$ cat src/rtl/ex_muldiv_pkg.sv
// ex_muldiv_pkg: shared decode constants and FSM state type for the EX-stage
// multiply/divide unit. The same opcode/function constants are used by the
// pipeline controller, so keep them in sync with the ISA decode tables.
package ex_muldiv_pkg;

  localparam int XLEN_DEF = 32;

  localparam logic [5:0] OP_SPECIAL = 6'h00;

  localparam logic [5:0] FUNC_MFHI  = 6'h10;
  localparam logic [5:0] FUNC_MTHI  = 6'h11;
  localparam logic [5:0] FUNC_MFLO  = 6'h12;
  localparam logic [5:0] FUNC_MTLO  = 6'h13;
  localparam logic [5:0] FUNC_MULT  = 6'h18;
  localparam logic [5:0] FUNC_MULTU = 6'h19;
  localparam logic [5:0] FUNC_DIV   = 6'h1A;
  localparam logic [5:0] FUNC_DIVU  = 6'h1B;

  typedef enum logic [1:0] {
    S_IDLE = 2'd0,
    S_CALC = 2'd1,
    S_DONE = 2'd2
  } state_e;

  // True for the four function codes that start a multi-cycle operation.
  function automatic logic is_muldiv(input logic [5:0] f);
    return (f == FUNC_MULT) || (f == FUNC_MULTU) ||
           (f == FUNC_DIV)  || (f == FUNC_DIVU);
  endfunction

endpackage

$ cat src/rtl/ex_muldiv_if.sv
// ex_muldiv_if: bundle between the ID/EX pipe register / controller (master)
// and the multiply/divide unit (slave).
//   master drives : flush, op_valid, opcode, func, rs_val, rt_val
//   slave drives  : stall_req, busy, hi, lo, mf_valid, mf_result
interface ex_muldiv_if
  import ex_muldiv_pkg::*;
#(
  parameter int XLEN = XLEN_DEF
);
  logic            flush;
  logic            op_valid;
  logic [5:0]      opcode;
  logic [5:0]      func;
  logic [XLEN-1:0] rs_val;
  logic [XLEN-1:0] rt_val;
  logic            stall_req;
  logic            busy;
  logic [XLEN-1:0] hi;
  logic [XLEN-1:0] lo;
  logic            mf_valid;
  logic [XLEN-1:0] mf_result;

  modport master (
    output flush, op_valid, opcode, func, rs_val, rt_val,
    input  stall_req, busy, hi, lo, mf_valid, mf_result
  );

  modport slave (
    input  flush, op_valid, opcode, func, rs_val, rt_val,
    output stall_req, busy, hi, lo, mf_valid, mf_result
  );
endinterface

$ cat src/rtl/ex_muldiv.sv
// ex_muldiv: iterative multiply/divide unit plus HI/LO register file in EX.
// MULT/MULTU/DIV/DIVU take 34 cycles in EX (33 of them stalling the front of
// the pipe); MTHI/MTLO write in one cycle; MFHI/MFLO read combinationally.
// Ports:
//   clk     clock
//   resetn  synchronous active-low reset (clears HI/LO, aborts any op)
//   bus     ex_muldiv_if.slave: instruction fields, forwarded operands,
//           flush in; stall_req, busy, hi, lo, mf_valid, mf_result out
module ex_muldiv
  import ex_muldiv_pkg::*;
#(
  parameter int XLEN  = XLEN_DEF,
  parameter int CNT_W = 6
) (
  input  logic        clk,
  input  logic        resetn,
  ex_muldiv_if.slave  bus
);

  state_e                state_q, state_d;
  logic [CNT_W-1:0]      cnt_q, cnt_d;
  logic [XLEN-1:0]       hi_q, hi_d, lo_q, lo_d;
  // Shared accumulator: MUL {partial product, multiplier}; DIV {remainder, dividend/quotient}.
  logic [2*XLEN-1:0]     acc_q, acc_d;
  logic [XLEN-1:0]       b_q, b_d;            // |multiplicand| or |divisor|
  logic                  is_div_q, is_div_d;
  logic                  neg_q, neg_d;        // result / quotient sign
  logic                  neg_rem_q, neg_rem_d;// remainder takes dividend sign
  logic                  dz_q, dz_d;          // divide by zero
  logic                  stall_c;

  logic                  is_special, start, signed_op, s_a, s_b;
  logic [XLEN-1:0]       abs_a, abs_b;
  logic [XLEN:0]         mul_sum, div_pr, div_diff;
  logic [2*XLEN-1:0]     mul_next, div_next, prod;
  logic [XLEN-1:0]       res_hi, res_lo;

  assign is_special = bus.op_valid && (bus.opcode == OP_SPECIAL);
  assign start      = (state_q == S_IDLE) && is_special && is_muldiv(bus.func) && !bus.flush;
  assign signed_op  = (bus.func == FUNC_MULT) || (bus.func == FUNC_DIV);
  assign s_a        = signed_op && bus.rs_val[XLEN-1];
  assign s_b        = signed_op && bus.rt_val[XLEN-1];
  assign abs_a      = s_a ? -bus.rs_val : bus.rs_val;
  assign abs_b      = s_b ? -bus.rt_val : bus.rt_val;

  // Shift-add step: add multiplicand to upper half when LSB set, then shift right.
  assign mul_sum  = {1'b0, acc_q[2*XLEN-1:XLEN]} + (acc_q[0] ? {1'b0, b_q} : {(XLEN+1){1'b0}});
  assign mul_next = {mul_sum, acc_q[XLEN-1:1]};

  // Restoring step: shift in next dividend bit, subtract divisor, keep if non-negative.
  assign div_pr   = acc_q[2*XLEN-1:XLEN-1];
  assign div_diff = div_pr - {1'b0, b_q};
  assign div_next = div_diff[XLEN] ? {div_pr[XLEN-1:0], acc_q[XLEN-2:0], 1'b0}
                                   : {div_diff[XLEN-1:0], acc_q[XLEN-2:0], 1'b1};

  // Sign fix. With rt=0 every quotient bit comes out 1 and the remainder is
  // |rs|, so re-signing the remainder restores rs; only LO needs forcing.
  assign prod   = neg_q ? -acc_q : acc_q;
  assign res_lo = !is_div_q ? prod[XLEN-1:0] :
                  dz_q      ? {XLEN{1'b1}} :
                  neg_q     ? -acc_q[XLEN-1:0] : acc_q[XLEN-1:0];
  assign res_hi = !is_div_q ? prod[2*XLEN-1:XLEN] :
                  neg_rem_q ? -acc_q[2*XLEN-1:XLEN] : acc_q[2*XLEN-1:XLEN];

  always_comb begin
    state_d   = state_q;
    cnt_d     = cnt_q;
    hi_d      = hi_q;
    lo_d      = lo_q;
    acc_d     = acc_q;
    b_d       = b_q;
    is_div_d  = is_div_q;
    neg_d     = neg_q;
    neg_rem_d = neg_rem_q;
    dz_d      = dz_q;
    stall_c   = 1'b0;
    unique case (state_q)
      S_IDLE: begin
        if (start) begin
          stall_c   = 1'b1;
          state_d   = S_CALC;
          cnt_d     = '0;
          is_div_d  = (bus.func == FUNC_DIV) || (bus.func == FUNC_DIVU);
          neg_d     = s_a ^ s_b;
          neg_rem_d = s_a;
          dz_d      = (bus.rt_val == '0);
          if ((bus.func == FUNC_DIV) || (bus.func == FUNC_DIVU)) begin
            acc_d = {{XLEN{1'b0}}, abs_a};
            b_d   = abs_b;
          end else begin
            acc_d = {{XLEN{1'b0}}, abs_b};
            b_d   = abs_a;
          end
        end else if (is_special && (bus.func == FUNC_MTHI)) begin
          hi_d = bus.rs_val;
        end else if (is_special && (bus.func == FUNC_MTLO)) begin
          lo_d = bus.rs_val;
        end
      end
      S_CALC: begin
        stall_c = 1'b1;
        acc_d   = is_div_q ? div_next : mul_next;
        cnt_d   = cnt_q + CNT_W'(1);
        if (cnt_q == CNT_W'(XLEN-1)) state_d = S_DONE;
      end
      S_DONE: begin
        hi_d    = res_hi;
        lo_d    = res_lo;
        state_d = S_IDLE;
      end
      default: state_d = S_IDLE;
    endcase
    // Flush kills whatever is in EX: no HI/LO write, no stall.
    if (bus.flush) begin
      state_d = S_IDLE;
      hi_d    = hi_q;
      lo_d    = lo_q;
      stall_c = 1'b0;
    end
  end

  always_ff @(posedge clk) begin
    if (!resetn) begin
      state_q <= S_IDLE;
      cnt_q   <= '0;
      hi_q    <= '0;
      lo_q    <= '0;
    end else begin
      state_q <= state_d;
      cnt_q   <= cnt_d;
      hi_q    <= hi_d;
      lo_q    <= lo_d;
    end
  end

  // Datapath registers are only meaningful inside an op; no reset needed.
  always_ff @(posedge clk) begin
    acc_q     <= acc_d;
    b_q       <= b_d;
    is_div_q  <= is_div_d;
    neg_q     <= neg_d;
    neg_rem_q <= neg_rem_d;
    dz_q      <= dz_d;
  end

  assign bus.stall_req = resetn && stall_c;
  assign bus.busy      = resetn && (state_q != S_IDLE);
  assign bus.hi        = hi_q;
  assign bus.lo        = lo_q;
  assign bus.mf_valid  = resetn && (state_q == S_IDLE) && is_special &&
                         ((bus.func == FUNC_MFHI) || (bus.func == FUNC_MFLO));
  assign bus.mf_result = (is_special && (bus.func == FUNC_MFHI)) ? hi_q :
                         (is_special && (bus.func == FUNC_MFLO)) ? lo_q : '0;

endmodule

$ cat src/flat_wrapper.sv
// flat-port wrapper written by rule: the top's interface ports become plain ports
module ex_muldiv_flat import ex_muldiv_pkg::*;
#(
  parameter int XLEN  = XLEN_DEF,
  parameter int CNT_W = 6
)
  (clk, resetn, bus_flush, bus_op_valid, bus_opcode, bus_func, bus_rs_val, bus_rt_val, bus_stall_req, bus_busy, bus_hi, bus_lo, bus_mf_valid, bus_mf_result);
  ex_muldiv_if #(.XLEN(XLEN)) bus_i ();
  input  logic clk;
  input  logic resetn;
  input wire logic [$bits(bus_i.flush)-1:0] bus_flush;
  input wire logic [$bits(bus_i.op_valid)-1:0] bus_op_valid;
  input wire logic [$bits(bus_i.opcode)-1:0] bus_opcode;
  input wire logic [$bits(bus_i.func)-1:0] bus_func;
  input wire logic [$bits(bus_i.rs_val)-1:0] bus_rs_val;
  input wire logic [$bits(bus_i.rt_val)-1:0] bus_rt_val;
  output wire logic [$bits(bus_i.stall_req)-1:0] bus_stall_req;
  output wire logic [$bits(bus_i.busy)-1:0] bus_busy;
  output wire logic [$bits(bus_i.hi)-1:0] bus_hi;
  output wire logic [$bits(bus_i.lo)-1:0] bus_lo;
  output wire logic [$bits(bus_i.mf_valid)-1:0] bus_mf_valid;
  output wire logic [$bits(bus_i.mf_result)-1:0] bus_mf_result;
  assign bus_i.flush = bus_flush;
  assign bus_i.op_valid = bus_op_valid;
  assign bus_i.opcode = bus_opcode;
  assign bus_i.func = bus_func;
  assign bus_i.rs_val = bus_rs_val;
  assign bus_i.rt_val = bus_rt_val;
  assign bus_stall_req = bus_i.stall_req;
  assign bus_busy = bus_i.busy;
  assign bus_hi = bus_i.hi;
  assign bus_lo = bus_i.lo;
  assign bus_mf_valid = bus_i.mf_valid;
  assign bus_mf_result = bus_i.mf_result;
  ex_muldiv #(.XLEN(XLEN), .CNT_W(CNT_W)) u_core (.clk(clk), .resetn(resetn), .bus(bus_i));
endmodule
$ cat config.mk
export PLATFORM = sky130hd
export DESIGN_NAME = ex_muldiv_flat
export DESIGN_NICKNAME = d
export VERILOG_FILES = /design/src/rtl/ex_muldiv_pkg.sv /design/src/rtl/ex_muldiv_if.sv /design/src/rtl/ex_muldiv.sv /design/src/flat_wrapper.sv
export SDC_FILE = /design/constraint.sdc
export NUM_CORES = 1
export LEC_CHECK = 0
export BUFFER_PORTS_ARGS = -buffer_cell sky130_fd_sc_hd__clkbuf_2
export CORE_MARGIN = 2
export CORE_UTILIZATION = 40
export CTS_CLUSTER_SIZE = 28
export DETAILED_ROUTE_END_ITERATION = 8
export SLEW_MARGIN = 20
export SYNTH_ARGS = -nofsm -noshare
export SYNTH_HDL_FRONTEND = slang
export SYNTH_SLANG_ARGS = --single-unit
$ cat constraint.sdc
create_clock -name clk -period 5.72 [get_ports clk]
set_input_delay 1.144 -clock clk [delete_from_list [all_inputs] [get_ports clk]]
set_output_delay 1.144 -clock clk [all_outputs]
set_load 0.005 [all_outputs]
==> reports/results.tsv, run 1 <==
metric	value	unit
Hold Path Stages	1	
Synth Area in XOR/XNOR	0.0943	
Slowest-stage cell, CP	a221oi_2	
Area after DPL	16300	um2
die span in y	198	um
ys async rst share	0	
Final ANT Viol Nets	0	
Synth Instances	1870	
proportion of synthesized area in mux cells	0.0446	
grt met1 use	0.379	
Setup Crit Path Kind	reg -> reg	
r2r setup slk	1.47	ns
FF-to-FF End	u_core.acc_q[63]	
sequential area share after synthesis	0.295	
status	finished, final reports clean	
Final #Nets	2129	
Synth Area in Adders	0.0600	
M3 GR Usage	0.0363	
Worst Hold Path EP	u_core.cnt_q[5]	
Initial Utilization	0.402	
design area	17000	um2
Sw Ratio	0.252	
crit path launch type	flop	
Main synth FF type	edfxtp_1	
WL/cell	22.5	um
static leakage	0.00678	uW
I/O pins	179	
post-DP HPWL	43.1	mm
first-pass GRT wire length	85.0	mm
largest net degree at the start of global routing	67	
syn nets	2021	
Clock transition at path regs	0.07	ns
switching power	686	uW
Port Buffers	178	
post-CTS resize count	0	
Critical R2R Launch	u_core.acc_q[0]	
setup TNS	0	ns
mapped cell area	15100	um2
CP arrival	4.39	ns
simple-gate share of the synthesized area	0.197	
chip width	198	um
worst-margin pin slew	1.11	ns
clock tree buffer depth	2	
Slew HR	0.262	
most numerous cell on the critical path	a21o_1	
Worst R2R Path Depth	13	
Final Cycle Share	0.742	
die area	39200	um2
Final Max Slew Viols	0	
Inserted Diodes	0	
Post-Route WL	56.4	mm
clock skew	0.0185	ns
number of flops mapped to enable cells by yosys	100	
CP peak stage delay	0.51	ns
share of layout cells above drive strength 1	0.133	
crit path cell chain	inv_1 -> buf_4 -> nor2_1 -> fa_1 -> a21o_1 -> a221o_1 -> a221oi_2 -> a21o_1 -> and2_1 -> o211a_1 -> nor3_1 -> a2111oi_0 -> a311oi_1	
Tightest Hold Check Type	reg -> reg	
vias in the first global route	14200	
routability cong.	1.00	
Vias/cell	6.04	
maximum vdd drop	0.211	mV
clock share of power	0.451	
count of clock tree sinks	172	
total CTS buffers	17	
RSZ-0062 raised after global routing	false	
Hold Violations, Final	0	
P&R area growth vs syn	12.6	%
fill cell count	3733	
Buf/Inv on CP	2	
final setup violation count	0	
Yosys warnings	0	
Pre-antenna DRT Iters	6	
DRT iter0 DRCs	1539	
critical path's top delay family	compound AO/OA/AOI/OAI gates	
largest family of logic cells by synthesized area	compound AO/OA/AOI/OAI gates	
P per Cell Area	161	nW/um2
crit path time final	4.25	ns
CTS Hold Bufs	0	
Pint	2040	uW
total number of vias	15100	
Logic pwr share	0.069	
Min-Delay Startpoint	u_core.cnt_q[5]	
TritonCTS clock tree	yes	
CTS Root Cell	clkbuf_16	
CP max FO	31	
Clock Latency Late Sink	0.45	ns
post-synthesis register bit count	172	
post-synthesis compound-gate area fraction	0.264	
Yosys cell types	86	
Core Area	37400	um2
total gr overflow	0	
Max Clk Rate	0.235	GHz
CTS H-tree depth	4	
Remaining DRCs	0	
GRT Total Usage	0.285	
Seq pwr share	0.479	
Worst Setup End Kind	flop	
synthesized area per cell	8.05	um2
Critical Path RT	5.87	ns
Max-Cap Viols	0	
row count	71	
Setup Buffers After CTS	0	
layer with the highest usage	met2	
GR Util met2	0.471	
initial antenna violation count	1	
cells in the final DEF, fill, tap and decap left out, types with 22 or more instances in the layout:
| master | count |
|---|---|
| a21boi_1 | 32 |
| a21o_1 | 37 |
| a21oi_1 | 164 |
| a22o_1 | 32 |
| buf_4 | 22 |
| clkbuf_2 | 178 |
| dfxtp_1 | 72 |
| edfxtp_1 | 100 |
| ha_1 | 69 |
| inv_1 | 62 |
| mux2i_1 | 67 |
| nand2_1 | 242 |
| nand3_1 | 49 |
| nor2_1 | 113 |
| nor3_1 | 53 |
| o211ai_1 | 24 |
| o21ai_0 | 107 |
| o21ai_1 | 35 |
| o221ai_1 | 22 |
| o31ai_1 | 22 |
| or3_1 | 25 |
| xnor2_1 | 96 |
| xor2_1 | 66 |
cells by family (layout without fill, tap and decap cells):
| kind of cell | Yosys count | after routing |
|---|---|---|
| AOI/OAI and AO/OA | 608 | 608 |
| xor gates and xnor gates | 162 | 162 |
| adders and majority gates | 71 | 71 |
| buffers and inverters | 173 | 294 |
| DFF | 172 | 172 |
| muxes | 67 | 67 |
| and+or+nand+nor | 617 | 617 |
registers in the layout, summed over array words and instances, names as in the netlist:
name	count
u_core.acc_q	64
u_core.b_q	32
u_core.bus.hi	32
u_core.bus.lo	32
u_core.cnt_q	6
u_core.state_q	2
u_core.dz_q	1
u_core.is_div_q	1
u_core.neg_q	1
u_core.neg_rem_q	1
area by class of cell:
cell class              instances  area [um2]  area share
multi-input cells            1525        9980       0.589
clock buffers                  21         482      0.0284
inverters                      62         233      0.0137
clock inverters                11         119     0.00701
flip-flops and latches        172        4440       0.262
well taps                     511         639      0.0377
repair buffers                200        1060      0.0623
worst max path at each step:
stage / from / to / cells past startpoint
2_1_floorplan: bus_opcode[2] / bus_stall_req / 6
3_3_place_gp: bus_func[4] / u_core.acc_q[17] / 11
3_5_place_dp: bus_func[4] / u_core.acc_q[7] / 11
4_1_cts: u_core.acc_q[0] / u_core.acc_q[63] / 13
5_1_grt: u_core.acc_q[0] / u_core.acc_q[63] / 13
6_report: u_core.acc_q[0] / u_core.acc_q[63] / 13
cell usage after synthesis (all sizes together) (19+ instances only):
library cell | count | area, um2
o21ai | 144 | 724
o31ai | 22 | 165
o221ai | 22 | 193
inv | 62 | 233
mux2i | 67 | 671
nand3 | 50 | 250
a22o | 32 | 280
a21oi | 165 | 826
dfxtp | 72 | 1440
xnor2 | 96 | 841
a21o | 37 | 278
nor3 | 55 | 280
nor2 | 114 | 444
a211oi | 20 | 160
clkbuf | 96 | 360
o211ai | 24 | 180
edfxtp | 100 | 3000
a21boi | 38 | 285
ha | 69 | 863
nand2b | 19 | 119
or3 | 26 | 168
nand2 | 245 | 925
xor2 | 66 | 578
metal layers:
metal	up-vias	wire length [um]
met2	653	26600
met1	7236	23800
met3	106	3750
li1	7109	-
met4	2	2180
met5	-	13
power groups by stage:
| stage | Sequential [uW] | Clock [uW] | Combinational (uW) |
|---|---|---|---|
| after floorplan | 1330 | 0 | 93.2 |
| after global placement | 1330 | 0 | 184 |
| after detailed placement | 1330 | 0 | 187 |
| after CTS | 1300 | 1240 | 187 |
| after global routing | 1300 | 1290 | 203 |
| final | 1300 | 1230 | 189 |
metrics by stage:
step / hold WS (ns) / utilization / power, uW / setup slack [ns] / std cells
CTS: 0.465 / 0.453 / 2730 / 1.53 / 2502
floorplan: 0.422 / - / 1430 / 1.42 / 1870
detailed placement: 0.457 / 0.437 / 1520 / 1.42 / 2470
global placement: 0.437 / 0.437 / 1520 / 1.49 / 2470
finish: 0.471 / 0.453 / 2720 / 1.47 / 2502
global route: 0.483 / 0.453 / 2790 / 1.27 / 2502
Power figures use the tool's default switching activity.
==> inputs of run 2 (changes only) <==
==> constraint.sdc (replaced) <==
create_clock -name clk -period 3.8 [get_ports clk]
set_input_delay 0.76 -clock clk [delete_from_list [all_inputs] [get_ports clk]]
set_output_delay 0.76 -clock clk [all_outputs]
set_load 0.005 [all_outputs]
==> reports/results.tsv, run 2 (synthesis results as in run 1) <==
metric	value	unit
status	finished, final reports clean	
layer with the highest usage	met2	
routability cong.	0.963	
Hold Violations, Final	0	
Seq pwr share	0.484	
Remaining DRCs	0	
CTS Root Cell	clkbuf_16	
Hold Path Stages	1	
I/O pins	179	
Critical R2R Launch	u_core.acc_q[0]	
Post-Route WL	56.3	mm
Setup Crit Path Kind	reg -> reg	
Tot Pwr	4050	uW
total gr overflow	0	
Logic pwr share	0.070	
CP max FO	11	
die area	39200	um2
Final Max Slew Viols	0	
Worst Setup End Kind	flop	
RSZ-0062 raised after global routing	false	
largest net degree at the start of global routing	73	
M3 GR Usage	0.0392	
Pre-antenna DRT Iters	6	
P&R area growth vs syn	16.1	%
leading cell type in the layout, fill and taps excluded	nand2_1	
Max Clk Rate	0.273	GHz
Sw Ratio	0.266	
clock tree buffer depth	2	
worst setup margin	0.133	ns
Port Buffers	178	
switching power	1080	uW
crit path time final	3.67	ns
die span in y	198	um
total CTS buffers	17	
vias in the first global route	14300	
crit path launch type	flop	
worst-margin pin slew	1.10	ns
r2r setup slk	0.13	ns
total number of vias	15400	
initial antenna violation count	2	
setup TNS	0	ns
P per Cell Area	232	nW/um2
Clock transition at path regs	0.08	ns
Pint	2980	uW
Worst R2R Path Depth	14	
count of clock tree sinks	172	
CTS H-tree depth	4	
post-DP HPWL	44.0	mm
FF-to-FF End	u_core.acc_q[63]	
WL/cell	22.0	um
placed cell count	2533	
CTS Hold Bufs	0	
GR Util met2	0.478	
GRT Total Usage	0.283	
DRT iter0 DRCs	1374	
clock skew	0.0159	ns
maximum vdd drop	0.292	mV
Vias/cell	6.01	
commonest non-fill, non-tap cells in the layout	nand2_1, clkbuf_2, a21oi_1	
Initial Utilization	0.402	
CP arrival	3.81	ns
grt met1 use	0.369	
first-pass GRT wire length	84.8	mm
final setup violation count	0	
Reg with most FFs	u_core.acc_q	
Final #Nets	2192	
Slew HR	0.264	
Min-Delay Startpoint	u_core.cnt_q[5]	
Critical Path RT	3.94	ns
static leakage	0.00710	uW
Final Cycle Share	0.965	
Place WS	0.187	ns
Inserted Diodes	0	
chip width	198	um
row count	71	
share of layout cells above drive strength 1	0.160	
clock share of power	0.445	
non-filler instance count after layout	2565	
Tightest Hold Check Type	reg -> reg	
fill cell count	3722	
Worst Hold Path EP	u_core.cnt_q[5]	
max reg flops	64	
Final ANT Viol Nets	0	
Clock Latency Late Sink	0.45	ns
Max-Cap Viols	0	
TritonCTS clock tree	yes	
Core Area	37400	um2
run 2: cell types whose count changed in the layout (fill, tap and decap cells not counted), moves of 2 or more:
cell / before / now
inv_6: 3 / 5
buf_4: 22 / 80
buf_12: 0 / 5
clkbuf_8: 2 / 0
clkinv_8: 0 / 3
run 2: worst max-delay path by stage:
stage                          from                end  slack [ns]
floorplan             bus_opcode[2]  u_core.bus.hi[24]        0.23
global placement    u_core.acc_q[0]   u_core.acc_q[57]        0.21
detailed placement  u_core.acc_q[0]   u_core.acc_q[63]        0.19
CTS                 u_core.acc_q[0]   u_core.acc_q[63]        0.16
global route         u_core.b_q[16]   u_core.acc_q[59]      0.0007
finish              u_core.acc_q[0]   u_core.acc_q[63]        0.13
run 2: worst max-delay path, stage by stage (launching register included):
cell and delay (ns):
edfxtp_1 0.42, inv_1 0.13, buf_4 0.19, nor2_1 0.06
ha_1 0.35, a21o_1 0.23, a221o_1 0.40, a221oi_2 0.28
buf_4 0.17, a21o_1 0.23, and2_1 0.19, o211a_1 0.20
nor3_1 0.06, a2111oi_0 0.37, a311oi_1 0.07
run 2: routing by layer:
layer	part of all wire	wire length [um]	up-vias
li1	-	-	7251
met1	0.42	23900	7449
met2	0.48	26900	617
met3	0.064	3580	98
met4	0.035	1950	2
met5	0.00025	14	-
run 2: final cells by class:
| class | instances | area, um2 | area share |
|---|---|---|---|
| clock buffer | 17 | 425 | 0.0243 |
| clock inverter | 15 | 163 | 0.00930 |
| inverter | 62 | 233 | 0.0133 |
| multi-input combinational | 1525 | 9980 | 0.571 |
| sequential | 172 | 4440 | 0.254 |
| tap | 511 | 639 | 0.0366 |
| timing repair buffer | 263 | 1590 | 0.0910 |
run 2: what timing repair did:
item / 4_1_cts / 5_1_grt
setup buffers: 0 / 0
endpoints found under the setup margin: 0 / 8
gates resized for setup: 0 / 2
run 2: metrics by stage:
step | area (um2) | hold slack (ns) | util
after floorplan | 15100 | 0.422 | -
after global placement | 16900 | 0.439 | 0.451
after detailed placement | 16900 | 0.446 | 0.451
after CTS | 17500 | 0.456 | 0.467
after global routing | 17500 | 0.473 | 0.467
final | 17500 | 0.457 | 0.467
run 2: power by group through the flow:
stage,clock network [uW],logic [uW],registers [uW]
after floorplan,0,140,2010
after global placement,0,277,2010
after detailed placement,0,282,2010
after CTS,1820,283,1960
after global routing,1900,306,1960
final,1810,285,1960
==> inputs of run 3 (changes only) <==
--- a/config.mk
+++ b/config.mk
@@ -10,6 +10,7 @@
 export CORE_UTILIZATION = 40
 export CTS_CLUSTER_SIZE = 28
 export DETAILED_ROUTE_END_ITERATION = 8
+export MAX_ROUTING_LAYER = met4
 export SLEW_MARGIN = 20
 export SYNTH_ARGS = -nofsm -noshare
 export SYNTH_HDL_FRONTEND = slang
==> reports/results.tsv, run 3 (synthesis results as in run 1) <==
metric	value	unit
Reg with most FFs	u_core.acc_q	
worst setup margin	0.204	ns
CP Launch Point	u_core.b_q[0]	
Max-Cap Viols	0	
row count	71	
final setup violation count	0	
Final ANT Viol Nets	0	
WL/cell	22.1	um
Critical Path RT	4.09	ns
routability cong.	0.967	
Tightest Hold Check Type	reg -> reg	
P per Cell Area	235	nW/um2
Remaining DRCs	0	
critical path's top delay family	compound AO/OA/AOI/OAI gates	
status	finished, final reports clean	
Slew HR	0.279	
max reg flops	64	
TritonCTS clock tree	yes	
post-DP HPWL	44.7	mm
initial antenna violation count	2	
CTS Hold Bufs	0	
Core Area	37400	um2
crit path launch type	flop	
GRT Total Usage	0.299	
static leakage	0.00710	uW
CP arrival	3.88	ns
Final #Nets	2192	
Post-Route WL	56.8	mm
P&R area growth vs syn	16.5	%
most numerous cell on the critical path	a21o_1	
largest net degree at the start of global routing	73	
Buf/Inv on CP	0	
first-pass GRT wire length	85.7	mm
die span in y	198	um
CTS H-tree depth	4	
RSZ-0062 raised after global routing	false	
Clock Latency Late Sink	0.47	ns
Final Max Slew Viols	0	
total gr overflow	0	
Seq pwr share	0.477	
Pre-antenna DRT Iters	7	
maximum vdd drop	0.347	mV
clock skew	0.0152	ns
CP max FO	3	
DRT iter0 DRCs	1274	
clock tree buffer depth	2	
Worst Setup End Kind	flop	
count of clock tree sinks	172	
commonest non-fill, non-tap cells in the layout	nand2_1, clkbuf_2, a21oi_1	
I/O pins	179	
Max Clk Rate	0.278	GHz
Slowest-stage cell, CP	fa_1	
Port Buffers	178	
switching power	1140	uW
Final Cycle Share	0.946	
setup TNS	0	ns
crit path time final	3.60	ns
die area	39200	um2
Vias/cell	5.89	
Place WS	0.164	ns
chip width	198	um
total CTS buffers	17	
Initial Utilization	0.402	
share of layout cells above drive strength 1	0.161	
vias in the first global route	14400	
Setup Crit Path Kind	reg -> reg	
Hold Violations, Final	0	
CTS Root Cell	clkbuf_16	
total number of vias	15100	
leading cell type in the layout, fill and taps excluded	nand2_1	
clock share of power	0.454	
Sw Ratio	0.277	
crit path cell chain	and2_1 -> ha_1 -> fa_1 -> a21o_1 -> a221o_1 -> a221oi_4 -> a21o_1 -> a21oi_1 -> or3_1 -> a21oi_2 -> xor2_1 -> a211oi_1	
Pint	2970	uW
Clock transition at path regs	0.08	ns
Min-Delay Startpoint	u_core.cnt_q[5]	
worst-margin pin slew	1.08	ns
Logic pwr share	0.069	
Critical R2R Launch	u_core.b_q[0]	
CP peak stage delay	0.42	ns
==> run 3: cell types whose count changed in the layout (fill, tap and decap cells not counted), moves of 2 or more <==
cell	before	now
o21ai_0	107	105
a2111oi_0	2	0
clkinv_4	2	0
o21ai_1	34	36
inv_12	0	3
diode_2	0	2
==> run 3: power groups by stage <==
stage	logic (uW)	registers [uW]	clock network (uW)
floorplan	140	2010	0
global placement	278	2010	0
detailed placement	283	2010	0
CTS	284	1960	1890
global route	307	1960	1960
finish	285	1960	1870
==> run 3: per-stage QoR <==
stage	cell area (um2)	util	power, uW	hold WS (ns)	instances
after floorplan	15100	-	2150	0.422	1870
after global placement	16900	0.451	2280	0.440	2532
after detailed placement	16900	0.451	2290	0.448	2532
after CTS	17500	0.468	4130	0.460	2564
after global routing	17500	0.469	4230	0.481	2567
final	17500	0.469	4110	0.463	2567
==> run 3: path summary, 6_finish.rpt <==
path                      end  slack [ns]  cells after the start
min           u_core.cnt_q[5]        0.46                      1
max reg2reg  u_core.acc_q[57]        0.20                     12
min reg2reg   u_core.cnt_q[5]        0.46                      1
max          u_core.acc_q[57]        0.20                     12
==> run 3: layout make-up <==
cell class              count  area, um2
clock inverters            15        189
inverters                  62        233
fillers                  3744      19900
multi-input cells        1525      10000
clock buffers              17        425
diodes                      2       5.00
repair buffers            263       1590
flip-flops and latches    172       4440
well taps                 511        639
==> run 3: layer usage <==
metal / routed length (um) / share of wire / vias to the layer above / GRT usage
met3: 3110 / 0.055 / 104 / 0.0421
met1: 24000 / 0.42 / 7325 / 0.372
li1: - / - / 7225 / -
met4: 2140 / 0.038 / 0 / 0.118
met2: 27600 / 0.49 / 473 / 0.492
met5: 0 / 0 / - / -
==> run 3: what timing repair did <==
item / in CTS / in global routing
buffers inserted: 0 / 1
endpoints found under the hold margin: 0 / 0
setup endpoints to repair: 0 / 13
gates resized for setup: 0 / 10
